### src/rtl/fb_arb_pkg.sv
// ============================================================================
// Module      : fb_arb_pkg
// Description : Shared types and default sizes for the framebuffer arbiter.
// Revision    : 1.0 - initial release
// ============================================================================
`default_nettype none

package fb_arb_pkg;

    localparam int c_NUM_REQ   = 3;
    localparam int c_ADDR_W    = 16;
    localparam int c_DATA_W    = 16;
    localparam int c_MAX_BURST = 8;

    typedef enum logic [0:0] {
        IDLE  = 1'b0,
        BURST = 1'b1
    } state_t;

endpackage

`default_nettype wire

### src/rtl/rr_picker.sv
// ============================================================================
// Module      : rr_picker
// Description : Combinational round-robin priority encoder; search starts at ptr.
// Revision    : 1.0 - initial release
// ============================================================================
`default_nettype none

module rr_picker
    import fb_arb_pkg::*;
#(
    parameter int NUM_REQ = c_NUM_REQ,
    parameter int PTR_W   = $clog2(c_NUM_REQ)
) (
    input  logic [NUM_REQ-1:0] req,
    input  logic [PTR_W-1:0]   ptr,
    output logic [NUM_REQ-1:0] winner,
    output logic               valid
);

    int w_idx;

    always_comb begin
        winner = '0;
        valid  = 1'b0;
        w_idx  = 0;
        for (int k = 0; k < NUM_REQ; k++) begin
            w_idx = (int'(ptr) + k) % NUM_REQ;
            if (!valid && req[w_idx[PTR_W-1:0]]) begin
                winner[w_idx[PTR_W-1:0]] = 1'b1;
                valid                    = 1'b1;
            end
        end
    end

endmodule

`default_nettype wire

### src/rtl/fb_arbiter.sv
// ============================================================================
// Module      : fb_arbiter
// Description : Round-robin burst arbiter sharing the framebuffer SRAM.
//               Optional macro FB_ARBITER_DISPLAY_PRIO_EN gives requester 0
//               absolute priority at each arbitration.
// Revision    : 1.0 - initial release
// ============================================================================
`default_nettype none

module fb_arbiter
    import fb_arb_pkg::*;
#(
    parameter int NUM_REQ   = c_NUM_REQ,
    parameter int ADDR_W    = c_ADDR_W,
    parameter int DATA_W    = c_DATA_W,
    parameter int MAX_BURST = c_MAX_BURST
) (
    input  logic                       clk,
    input  logic                       rst,
    input  logic [NUM_REQ-1:0]         req,
    input  logic [NUM_REQ-1:0]         last,
    input  logic [NUM_REQ-1:0]         wr,
    input  logic [NUM_REQ*ADDR_W-1:0]  addr,
    input  logic [NUM_REQ*DATA_W-1:0]  wdata,
    output logic [NUM_REQ-1:0]         gnt,
    output logic [DATA_W-1:0]          rdata,
    output logic                       rvalid,
    output logic [$clog2(NUM_REQ)-1:0] rid,
    output logic                       mem_en,
    output logic                       mem_wr,
    output logic [ADDR_W-1:0]          mem_addr,
    output logic [DATA_W-1:0]          mem_wdata,
    input  logic [DATA_W-1:0]          mem_rdata
);

    localparam int c_PTR_W = $clog2(NUM_REQ);
    localparam int c_CNT_W = $clog2(MAX_BURST) + 1;

    state_t               r_state;
    logic [NUM_REQ-1:0]   r_gnt;
    logic [c_PTR_W-1:0]   r_ptr;
    logic [c_PTR_W-1:0]   r_owner;
    logic [c_PTR_W-1:0]   r_rid;
    logic [c_CNT_W-1:0]   r_cnt;
    logic                 r_rvalid;

    logic [NUM_REQ-1:0]   w_rr_winner;
    logic                 w_rr_valid;
    logic [NUM_REQ-1:0]   w_win_oh;
    logic [c_PTR_W-1:0]   w_win_idx;
    logic [c_PTR_W-1:0]   w_ptr_next;
    logic [c_CNT_W-1:0]   w_cnt_inc;
    logic                 w_beat;
    logic                 w_rd_beat;
    logic                 w_burst_end;

    rr_picker #(
        .NUM_REQ (NUM_REQ),
        .PTR_W   (c_PTR_W)
    ) u_rr_picker (
        .req    (req),
        .ptr    (r_ptr),
        .winner (w_rr_winner),
        .valid  (w_rr_valid)
    );

    always_comb begin
        w_win_oh = w_rr_winner;
`ifdef FB_ARBITER_DISPLAY_PRIO_EN
        if (req[0]) begin
            w_win_oh = {{(NUM_REQ-1){1'b0}}, 1'b1};
        end
`endif
        w_win_idx = '0;
        for (int i = 0; i < NUM_REQ; i++) begin
            if (w_win_oh[i]) begin
                w_win_idx = c_PTR_W'(i);
            end
        end
        w_ptr_next = (w_win_idx == c_PTR_W'(NUM_REQ - 1)) ? '0 : w_win_idx + 1'b1;
    end

    // Only the owner's lanes matter; every other requester is ignored.
    assign w_beat      = (r_state == BURST) && req[r_owner];
    assign w_rd_beat   = w_beat && !wr[r_owner];
    assign w_cnt_inc   = r_cnt + 1'b1;
    assign w_burst_end = !req[r_owner] || last[r_owner] ||
                         (w_cnt_inc == c_CNT_W'(MAX_BURST));

    assign mem_en    = w_beat;
    assign mem_wr    = w_beat && wr[r_owner];
    assign mem_addr  = w_beat ? addr[r_owner*ADDR_W +: ADDR_W]  : '0;
    assign mem_wdata = w_beat ? wdata[r_owner*DATA_W +: DATA_W] : '0;

    assign gnt    = r_gnt;
    assign rvalid = r_rvalid;
    assign rid    = r_rid;
    // SRAM data is valid exactly in the rvalid cycle, so pass it straight through.
    assign rdata  = r_rvalid ? mem_rdata : '0;

    always_ff @(posedge clk) begin
        if (rst) begin
            r_state  <= IDLE;
            r_gnt    <= '0;
            r_ptr    <= '0;
            r_owner  <= '0;
            r_cnt    <= '0;
            r_rvalid <= 1'b0;
            r_rid    <= '0;
        end else begin
            r_rvalid <= w_rd_beat;
            if (w_rd_beat) begin
                r_rid <= r_owner;
            end
            case (r_state)
                IDLE: begin
                    if (w_rr_valid) begin
                        r_gnt   <= w_win_oh;
                        r_owner <= w_win_idx;
                        r_ptr   <= w_ptr_next;
                        r_cnt   <= '0;
                        r_state <= BURST;
                    end
                end
                BURST: begin
                    if (w_beat) begin
                        r_cnt <= w_cnt_inc;
                    end
                    if (w_burst_end) begin
                        r_gnt   <= '0;
                        r_state <= IDLE;
                    end
                end
                default: r_state <= IDLE;
            endcase
        end
    end

endmodule

`default_nettype wire

### config.mk
export PLATFORM = sky130hd
export DESIGN_NAME = fb_arbiter
export DESIGN_NICKNAME = d
export VERILOG_FILES = /design/src/rtl/fb_arb_pkg.sv /design/src/rtl/rr_picker.sv /design/src/rtl/fb_arbiter.sv
export SDC_FILE = /design/constraint.sdc
export NUM_CORES = 1
export LEC_CHECK = 0
export ABC_AREA = 1
export BUFFER_PORTS_ARGS = -buffer_cell sky130_fd_sc_hd__buf_4
export CAP_MARGIN = 0
export CORE_MARGIN = 2
export CORE_UTILIZATION = 40
export DETAILED_ROUTE_END_ITERATION = 8
export HOLD_SLACK_MARGIN = 0.05
export PLACE_DENSITY = 0.95
export SLEW_MARGIN = 20
export SYNTH_ARGS = -nofsm -noshare
export SYNTH_HDL_FRONTEND = slang
export SYNTH_SLANG_ARGS = --single-unit
### constraint.sdc
create_clock -name clk -period 6.15 [get_ports clk]
set_input_delay 0.3075 -clock clk [delete_from_list [all_inputs] [get_ports clk]]
set_output_delay 0.3075 -clock clk [all_outputs]
set_load 0.01 [all_outputs]
## Yosys cells after proc, flatten, opt, wreduce, memory -nomap -nowiden

Index checks and enable logic that the tools add are counted.

- Flip-flop bits (word level): 15
- Output and inout bits: 56

- Order comparisons: 7
- Bitwise operators: 3
- Mux-type cells: 39
- $add $sub $neg: 4
- Shift-type cells: 2
- Equal/unequal tests: 5
- Div/mod/pow operators: 3
- Reduce and logical (&&, ||, !) cells: 17

Operators with widths:

| cell | count |
|---|---|
| 48-bit by 7-bit variable part select with 16-bit output | 2 |
| 32-bit by 3-bit modulo with 32-bit output (second input constant) | 2 |
| 16-bit 2-to-1 mux | 3 |
| 3-bit by 3-bit modulo with 32-bit output (second input constant) | 1 |
| 1-bit 2-to-1 mux | 15 |
| 3-bit 2-to-1 mux | 5 |
| 1-bit binary-select mux with 2-bit select | 6 |
| 2-bit by 3-bit less-than comparator with 1-bit output (second input constant) | 4 |
| 1-bit logical AND | 8 |
| 4-bit 2-to-1 mux | 2 |
| 4-bit case mux with 2 select lines | 1 |
| 1-bit demux with 2-bit select | 3 |
| 2-bit by 1-bit >= comparator with 1-bit output (second input constant) | 3 |
| 2-bit by 1-bit inequality test with 1-bit output (second input constant) | 3 |
| 3-bit OR | 2 |
| 3-bit case mux with 2 select lines | 1 |
| 2-bit AND reduction | 3 |
| 4-bit by 1-bit adder with 4-bit output (second input constant) | 1 |
| 4-bit == test (second input constant) | 1 |
| 1-bit zero test | 4 |
| 2-bit 2-to-1 mux | 2 |
| 2-bit by 1-bit adder with 3-bit output (second input constant) | 1 |
| 2-bit by 2-bit adder with 3-bit output (second input constant) | 1 |
| 2-bit by 1-bit adder with 2-bit output (second input constant) | 1 |
| other kinds (4) | 5 |

## Depth between registers and ports, before layout

Gate-level depths: netlist of run 1.

- Depth after elaboration: 14
- Gate-level depth with buffers: 15
- Mapped depth without buffers: 13

## Cells and area by module

From an unflattened synthesis of run 1, not the netlist that was laid out.

- Cell total of the unflattened synthesis: 322
- Area, all modules: 1851.8 µm²

Modules (own cells, without submodules):

| module | area each (µm²) | instances | cells each |
|---|---|---|---|
| fb_arbiter | 1575.3 | 1 | 272 |
| rr_picker | 276.5 | 1 | 50 |

## Worst setup path after synthesis of run 1

OpenSTA, ideal clock, no wires.

- Path kind: register to register
- From: register r_owner[0]
- To: register r_cnt[2]
- Library setup time: 0.070 ns
- Required time: 6.080 ns
- Data arrival time: 1.875 ns
- Slack: 4.205 ns
- Cell stages (with the launch flop): 15
- Clock period less this slack: 1.945 ns
- Cells stage by stage: dfxtp_1 -> buf_4 -> inv_2 -> buf_2 -> ha_1 -> inv_1 -> nand2_1 -> nand3_2 -> nand2_2 -> nand3_2 -> nand2_2 -> inv_2 -> nor2_4 -> nand2_1 -> a21oi_1

- Longest elaborated chain between the ends: 5

Ends and longest elaborated chain:

| item | RTL line | RTL |
|---|---|---|
| start: declaration | fb_arbiter.sv:42 | `logic [c_PTR_W-1:0] r_owner;` |
| start signal: assignment | fb_arbiter.sv:119 | `r_owner <= w_win_idx;` |
| 1-bit binary-select mux with 2-bit select | fb_arbiter.sv:84 | `assign w_beat = (r_state == BURST) && req[r_owner];` |
| 1-bit 2-to-1 mux (not written as such) | fb_arbiter.sv:84 |  |
| 1-bit logical AND | fb_arbiter.sv:84 |  |
| 2-bit by 1-bit inequality test with 1-bit output (no line) | n/a |  |
| 2-bit AND reduction (no line) | n/a |  |
| end signal: assignment | fb_arbiter.sv:127 | `r_cnt <= w_cnt_inc;` |
| end: declaration | fb_arbiter.sv:44 | `logic [c_CNT_W-1:0] r_cnt;` |

Every way passes these cells. The select of a mux whose other input is x is not followed.
A chain may end at the register's enable or synchronous reset.

## Final worst setup path of run 1

- From: register r_owner[1]
- To: output mem_addr[0]

- Longest elaborated chain between the ends: 4
- Elaborated cells on any way between the ends: 5

Ends and longest elaborated chain:

| item | RTL line | RTL |
|---|---|---|
| parallel branches: the longest is 3 deep, another holds 48-bit by 7-bit variable part select with 16-bit output | n/a |  |
| 16-bit 2-to-1 mux (*) | fb_arbiter.sv:92 | `assign mem_addr = w_beat ? addr[r_owner*ADDR_W +: ADDR_W] : '0;` |
| end: declaration | fb_arbiter.sv:31 | `output logic [ADDR_W-1:0] mem_addr,` |

Every way passes the cells marked *. The select of a mux whose other input is x is not followed.

==> flow_summary.ini, run 1 <==
[outcome]
status = complete, no violations

[routing]
totalWireLength_um = 7490
route.vias.total = 2835
ant_nets = 0
drt_iter0_drc = 160
vias_per_cell = 5.30
drcViolationCount = 0
drtPass1Iterations = 4
wl_per_cell_um = 14.0

[cts]
htree_levels = 1
clk_pin_slew_worst_paths_ns = 0.05
clk_latency_ns = 0.24
cts_hold_buf = 0
cts_tree = yes
post_cts_buffers = 0
numCtsBuffers = 3
cts.sinks = 14
cts_resized = 0
cts_buffer_depth = 2
clockRootBuffer = clkbuf_8

[setup_path]
crit_arrival_ns = 2.46
rrSetupSlack_ns = 3.68
worstSetupPathType = flop to output pin
critical_path.startpoint = r_owner[1]
cp.required_ns = 5.84
timing.rr.end = r_cnt[1]
cp-endpoint = mem_addr[0]
critPathLaunchType = flop
path_max_fanout = 36
ff2ff_path_depth = 12
end_kind = output pin
r2r_start = r_owner[0]

[global_routing]
grt-ovfl-total = 0
grt_pass1_vias = 2531
antenna_found_initial = 0
grt_max_degree = 38
grt_pass1_wl_um = 11500
grt_usage_pct = 27.3

[final_layout]
final_cell_mix = 179 x buf_4, 72 x nor2_1, 51 x nand2_1, 38 x o21ai_0, 32 x a2bb2oi_1
antenna_cells = 0
area_growth_pct = 75.3
final_common_cell = buf_4
drive_above_1_share_pct = 41.4
fin_area_mm2 = 0.00319
nets = 613
fillers = 380

[power_and_ir_drop]
powerDensity_mw_per_mm2 = 301
comb_power_share_pct = 77.2
swShare_pct = 49.4
p_switching_w = 0.000473
internal_power_w = 0.000485
power_frac_clock_pct = 7.7
worst_ir_drop_vdd_v = 0.000205
seqPwrFrac_pct = 15.2
p_leak_nw = 1.80

[yosys]
seq_area_frac_synth_pct = 15.4
yosysWarnings = 0
synth_cells = 320
ys_types = 25
synth_nets = 448
synth_area_mm2 = 0.00182
synth.avg_cell_area_um2 = 5.68
ys_ff_latch = 14

[sta]
fmax_mhz = 362
setup_viol = 0
finClkSkew_ns = 0.00192
worst_pin_slew_ns = 0.817
hold_viol = 0
period_share_pct = 44.9
min_period_ns = 2.76
slew_viol_final = 0
tns_ns = 0
slew_headroom_pct = 45.4
rsz0062_at_grt = false
layout_setup_ws_ns = 3.39

[hold_path]
hp-class = input pin to flop
worstHoldPathCells = 2

[die]
die_x_um = 71.4
fp-row-count = 24
core-area_mm2 = 0.00435
die-height_um = 71.4
dieArea_mm2 = 0.00510
start_util_pct = 41.8
io-pin-count = 179

[placed_design]
routabilityCongestion = 0.925
pre_cts_slack_ns = 3.65
io_buffers = 178
dp_hpwl_um = 5960
dpl_cell_area_mm2 = 0.00315

[job]
max-cap-violations = 0
-- flip-flops by register name, indices dropped and copies added (netlist names) --
signal   flops
gnt          3
r_owner      2
rid          2
r_ptr        1
r_state      1
r_cnt        4
rvalid       1
-- worst max-delay path: stages (launching register included) --
cell	delay (ns)
dfxtp_1	0.37
inv_2	0.22
nor2_4	0.69
inv_2	0.06
o21ai_2	0.20
nand2_4	0.26
nor2_1	0.22
buf_4	0.14
-- cell usage after synthesis, drive strengths merged --
cell,count,share of area [%]
a21oi,15,4.1
o21ai,43,12
nand4,2,0.69
inv,35,7.4
a2bb2oi,32,15
nand3,23,7.2
nand2,54,12
nor3,1,0.28
clkbuf,13,2.7
o21a,1,0.41
dfxtp,14,15
ha,5,3.4
o211ai,1,0.69
buf,6,1.8
nor2,75,16
-- how the worst min path moves through the flow --
stage	endpoint	startpoint	slack, ns
4_1_cts	gnt[0]	rst	0.32
3_3_place_gp	r_cnt[3]	r_cnt[3]	0.46
2_1_floorplan	r_cnt[3]	r_cnt[3]	0.45
6_report	gnt[1]	rst	0.32
5_1_grt	r_state	rst	0.32
3_5_place_dp	gnt[0]	gnt[0]	0.48
-- per-layer routing --
metal | track usage (%) | part of all wire (%) | up-vias
met2 | 53.4 | 53 | 140
met4 | 6.71 | 1.7 | 0
li1 | - | - | 1391
met1 | 31.3 | 37 | 1296
met5 | 0 | 0 | -
met3 | 2.81 | 7.9 | 8
-- power by group through the flow --
stage	Clock, W	Combinational, W	Sequential [W]
global route	0.0000792	0.000816	0.000150
finish	0.0000736	0.000739	0.000145
CTS	0.0000749	0.000737	0.000146
floorplan	0	0.000475	0.000143
global placement	0	0.000719	0.000146
detailed placement	0	0.000735	0.000147
-- stage by stage --
step	total power [W]	utilization [%]	std cells	hold slack, ns
2_1_floorplan	0.000617	-	320	0.452
3_3_place_gp	0.000864	72.2	532	0.462
3_5_place_dp	0.000883	72.2	532	0.476
4_1_cts	0.000958	73.2	535	0.315
5_1_grt	0.00105	73.2	535	0.316
6_report	0.000958	73.2	535	0.315
-- area by class of cell --
type	count	area, µm²	area share (%)
inverter	35	134	4.20
timing repair buffer	179	1340	42.2
sequential	14	280	8.79
clock buffer	3	41.3	1.30
multi-input combinational	252	1320	41.5
tap	52	65.1	2.04
-- cells by family after synthesis --
family / count (synthesis) / synth area share, %
adder cells (fa/ha/maj): 5 / 3.44
flip-flops: 14 / 15.4
AO/OA/AOI/OAI: 92 / 32.9
AND/OR/NAND/NOR: 155 / 36.4
buffers and inverters: 54 / 11.8
Note: power is estimated with default switching activity, not from simulation.
==> inputs of run 2 (changes only) <==
Settings changed: CORE_UTILIZATION 40 to 37, PLACE_DENSITY 0.95 to 0.93.
Clock period 6.15 ns to 2.8 ns, I/O delays scaled along.
==> run 2 against run 1 <==
  * Largest cell class unchanged
  * Highest routed layer unchanged
  * Utilization down 4.6 points
  * Via count decreased by 1.8%
  * Design area rose by 1.7%
  * Setup slack worse by 3.1 ns
  * Sequential cell count did not move
  * Combinational power up 120%
  * Non-clock buffer count up 3
  * Sequential power rose by 120%
  * Largest power group unchanged
  * Worst hold slack worse by 0.17 ns
  * Clock-buffer cell count increased by 1
==> flow_summary.ini, run 2 (same netlist as run 1, synthesis figures left out) <==
[outcome]
status = complete, no violations

[final_layout]
final_common_cell = buf_4
antenna_cells = 0
top_register = r_cnt
drive_above_1_share_pct = 41.9
largest_reg_flops = 4
area_growth_pct = 78.3
nets = 616
final_cell_mix = 182 x buf_4, 72 x nor2_1, 51 x nand2_1, 38 x o21ai_0, 32 x a2bb2oi_1
post-route-util_pct = 68.6

[sta]
worst_pin_slew_ns = 0.815
min_period_ns = 2.46
slew_viol_final = 0
period_share_pct = 88.0
slew_headroom_pct = 45.6
hold_viol = 0
setup_viol = 0
fmax_mhz = 406
tns_ns = 0
rsz0062_at_grt = false
finClkSkew_ns = 0.00434

[cts]
cts.sinks = 14
cts_tree = yes
clockRootBuffer = clkbuf_8
htree_levels = 1
clk_pin_slew_worst_paths_ns = 0.06
cts_hold_buf = 0
numCtsBuffers = 3
cts_resized = 0
post_cts_buffers = 0
cts_buffer_depth = 2
clk_latency_ns = 0.24

[routing]
vias_per_cell = 5.02
ant_nets = 0
drt_iter0_drc = 127
drcViolationCount = 0
totalWireLength_um = 7430
drtPass1Iterations = 4
wl_per_cell_um = 13.4
route.vias.total = 2783

[global_routing]
grt_pass1_wl_um = 11100
antenna_found_initial = 0
grt_pass1_vias = 2617
grt-ovfl-total = 0
grt_usage_pct = 24.9
grt_max_degree = 37

[power_and_ir_drop]
p_leak_nw = 1.82
seqPwrFrac_pct = 15.0
swShare_pct = 48.4
internal_power_w = 0.00111
worst_ir_drop_vdd_v = 0.000585
p_switching_w = 0.00104
power_frac_clock_pct = 9.0
comb_power_share_pct = 76.1
powerDensity_mw_per_mm2 = 663

[setup_path]
crit_chain = nor2_4 > inv_2 > o21ai_2 > nand2_4 > nor2_1 > buf_4
critPathLaunchType = flop
crit_arrival_ns = 2.32
cp.required_ns = 2.66
cp.buffers_inverters = 2
critPathTopFamily = simple AND/OR/NAND/NOR gates
slowest_delay_ns = 0.71
cp-endpoint = mem_wdata[4]
timing.rr.end = rid[0]
end_kind = output pin
path_depth = 6
rrSetupSlack_ns = 0.56
crit_slowest_cell = nor2_4
worstSetupPathType = flop to output pin
r2r_start = r_owner[0]
path_max_fanout = 36
ff2ff_path_depth = 7
critical_path.startpoint = r_owner[0]

[die]
die-height_um = 74.1
core-area_mm2 = 0.00472
io-pin-count = 179
die_x_um = 74.1
fp-row-count = 25
start_util_pct = 38.5
dieArea_mm2 = 0.00549

[placed_design]
dp_hpwl_um = 5920
io_buffers = 178
routabilityCongestion = 0.873

[hold_path]
hp-class = input pin to flop

[job]
max-cap-violations = 0
## run 2: worst register-to-register path, stage by stage, from the launching register on
cell	delay, ns
dfxtp_1	0.46
nor2_4	0.71
inv_2	0.06
o21ai_2	0.20
nand2_4	0.27
nor2_2	0.25
o21ai_1	0.09
a21oi_1	0.12
## run 2: worst min-delay path by stage
| stage | startpoint | end | cells past startpoint |
|---|---|---|---|
| 2_1_floorplan | rst | r_cnt[0] | 3 |
| 3_3_place_gp | rst | r_state | 2 |
| 3_5_place_dp | rst | r_state | 2 |
| 4_1_cts | rst | r_cnt[3] | 2 |
| 5_1_grt | rst | gnt[0] | 2 |
| 6_report | rst | gnt[1] | 2 |
## run 2: layout make-up
| cell class | instances | area [µm²] |
|---|---|---|
| fill | 447 | 1480 |
| timing repair buffer | 182 | 1370 |
| multi-input combinational | 252 | 1320 |
| sequential | 14 | 280 |
| inverter | 35 | 134 |
| tap | 67 | 83.8 |
| clock buffer | 4 | 55.1 |
## run 2: power by group through the flow
stage | sequential [W] | combinational [W] | clock, W
2_1_floorplan | 0.000313 | 0.00104 | 0
3_3_place_gp | 0.000322 | 0.00160 | 0
3_5_place_dp | 0.000323 | 0.00163 | 0
4_1_cts | 0.000320 | 0.00164 | 0.000196
5_1_grt | 0.000330 | 0.00181 | 0.000205
6_report | 0.000321 | 0.00163 | 0.000192
## run 2: layer usage
metal | vias up | wire [µm] | GRT usage, %
met2 | 130 | 3840 | 48.2
met4 | 0 | 90 | 5.86
li1 | 1399 | - | -
met3 | 9 | 633 | 4.07
met1 | 1245 | 2870 | 28.2
met5 | - | 0 | 0
## run 2: stage by stage
stage               setup slack (ns)  hold slack (ns)  total power, W  cell area [µm²]  cells
detailed placement             0.556            0.405         0.00196             3190    550
global route                   0.104            0.149         0.00235             3240    554
floorplan                      0.855            0.328         0.00136             1820    320
CTS                            0.311            0.143         0.00216             3240    554
global placement               0.628            0.400         0.00192             3190    550
finish                         0.336            0.148         0.00215             3240    554
==> inputs of run 3 (changes only) <==
Clock period 2.8 ns to 2.56 ns, I/O delays scaled along.
==> run 3 against run 2 <==
  * First-iteration DRC count grew 20%
  * Total power grew 9.7%
  * Final cell count is the same
  * Setup slack gained 0.13 ns
  * Design area is the same
  * Critical path depth grew 1
  * Sequential share of layout area is the same
  * Register-to-register slack lost 0.07 ns
  * Clock power grew 12%
  * Worst hold slack lost 0.018 ns
  * Utilization is the same
  * Clock skew shrank 0.0012 ns
==> flow_summary.ini, run 3 (same netlist as run 1, synthesis figures left out) <==
[final_layout]
post-route-util_pct = 68.6
final_cell_mix = 182 x buf_4, 72 x nor2_1, 51 x nand2_1, 38 x o21ai_0, 32 x a2bb2oi_1
largest_reg_flops = 4
nets = 616
fillers = 432
top_register = r_cnt
final_common_cell = buf_4
final_cells = 554
antenna_cells = 0
drive_above_1_share_pct = 41.9
area_growth_pct = 78.3

[job]
max-cap-violations = 0

[global_routing]
grt_max_degree = 37
grt_pass1_vias = 2591
antenna_found_initial = 0
grt-ovfl-total = 0
grt_usage_pct = 24.5
grt_pass1_wl_um = 11000

[cts]
cts.sinks = 14
cts_buffer_depth = 2
numCtsBuffers = 3
clockRootBuffer = clkbuf_8
post_cts_buffers = 0
cts_tree = yes
clk_latency_ns = 0.25
cts_hold_buf = 0
cts_resized = 0
clk_pin_slew_worst_paths_ns = 0.06
htree_levels = 1

[outcome]
status = complete, no violations

[sta]
slew_headroom_pct = 61.4
setup_viol = 0
worst_pin_slew_ns = 0.578
finClkSkew_ns = 0.00310
fmax_mhz = 477
slew_viol_final = 0
rsz0062_at_grt = false
holdWs_ns = 0.130
tns_ns = 0
hold_viol = 0
period_share_pct = 82.0
layout_setup_ws_ns = 0.462
min_period_ns = 2.10

[routing]
vias_per_cell = 5.08
ant_nets = 0
drcViolationCount = 0
totalWireLength_um = 7440
wl_per_cell_um = 13.4
route.vias.total = 2815
met1Wirelength_um = 2790
wl_met2_um = 3860
dr.max_layer_used = met4
drtPass1Iterations = 4
drt_iter0_drc = 153
route.met3.wl_um = 703

[die]
io-pin-count = 179
die_x_um = 74.1
core-area_mm2 = 0.00472
dieArea_mm2 = 0.00549
fp-row-count = 25
start_util_pct = 38.5
die-height_um = 74.1

[setup_path]
path_max_fanout = 36
crit_arrival_ns = 1.97
worstSetupPathType = flop to output pin
end_kind = output pin
cp.required_ns = 2.43
critPathLaunchType = flop

[power_and_ir_drop]
powerDensity_mw_per_mm2 = 727
p_leak_nw = 1.82
worst_ir_drop_vdd_v = 0.000448

[placed_design]
dp_hpwl_um = 5850
dp_cells = 550
io_buffers = 178
routabilityCongestion = 1.01
pre_cts_slack_ns = 0.537

[hold_path]
hp-class = input pin to flop
[run 3: cell counts in the layout (fill, tap and decap cells not counted)]
Identical to the previous run, type by type.
[run 3: cell type report]
| type | count | area (µm²) | share of cell area [%] |
|---|---|---|---|
| clock buffer | 4 | 55.1 | 1.70 |
| inverter | 35 | 134 | 4.13 |
| multi-input combinational | 252 | 1320 | 40.8 |
| sequential | 14 | 280 | 8.65 |
| tap | 67 | 83.8 | 2.59 |
| timing repair buffer | 182 | 1370 | 42.1 |
[run 3: worst paths after layout]
check,from,end,slack [ns],cells after the start
worst max-delay path,r_owner[0],mem_en,0.46,7
worst min-delay path,rst,r_owner[1],0.13,2
worst max register to register,r_owner[0],r_cnt[1],0.49,10
worst min register to register,gnt[0],gnt[0],0.49,2
[run 3: per-stage QoR]
stage / total power [W] / cell area [µm²]
after floorplan: 0.00148 / 1820
final: 0.00236 / 3240
after detailed placement: 0.00214 / 3190
after global placement: 0.00209 / 3190
after global routing: 0.00256 / 3240
after CTS: 0.00236 / 3240
[run 3: report_power, final]
part / internal (W) / switching (W) / total [W]
clock: 0.000136 / 0.0000800 / 0.000216
sequential: 0.000282 / 0.0000696 / 0.000351
combinational: 0.000791 / 0.000998 / 0.00179
[run 3: routing by layer]
layer | vias to the layer above | GRT usage [%]
li1 | 1402 | -
met1 | 1256 | 27.1
met2 | 144 | 46.8
met3 | 13 | 5.42
met4 | 0 | 6.26
met5 | - | 0
[run 3: critical path: stages (launching register included)]
cell	delay, ns
dfxtp_1	0.56
buf_4	0.28
nand2_1	0.09
o211ai_2	0.06
o21ai_2	0.10
nand2_4	0.32
inv_4	0.11
buf_4	0.17
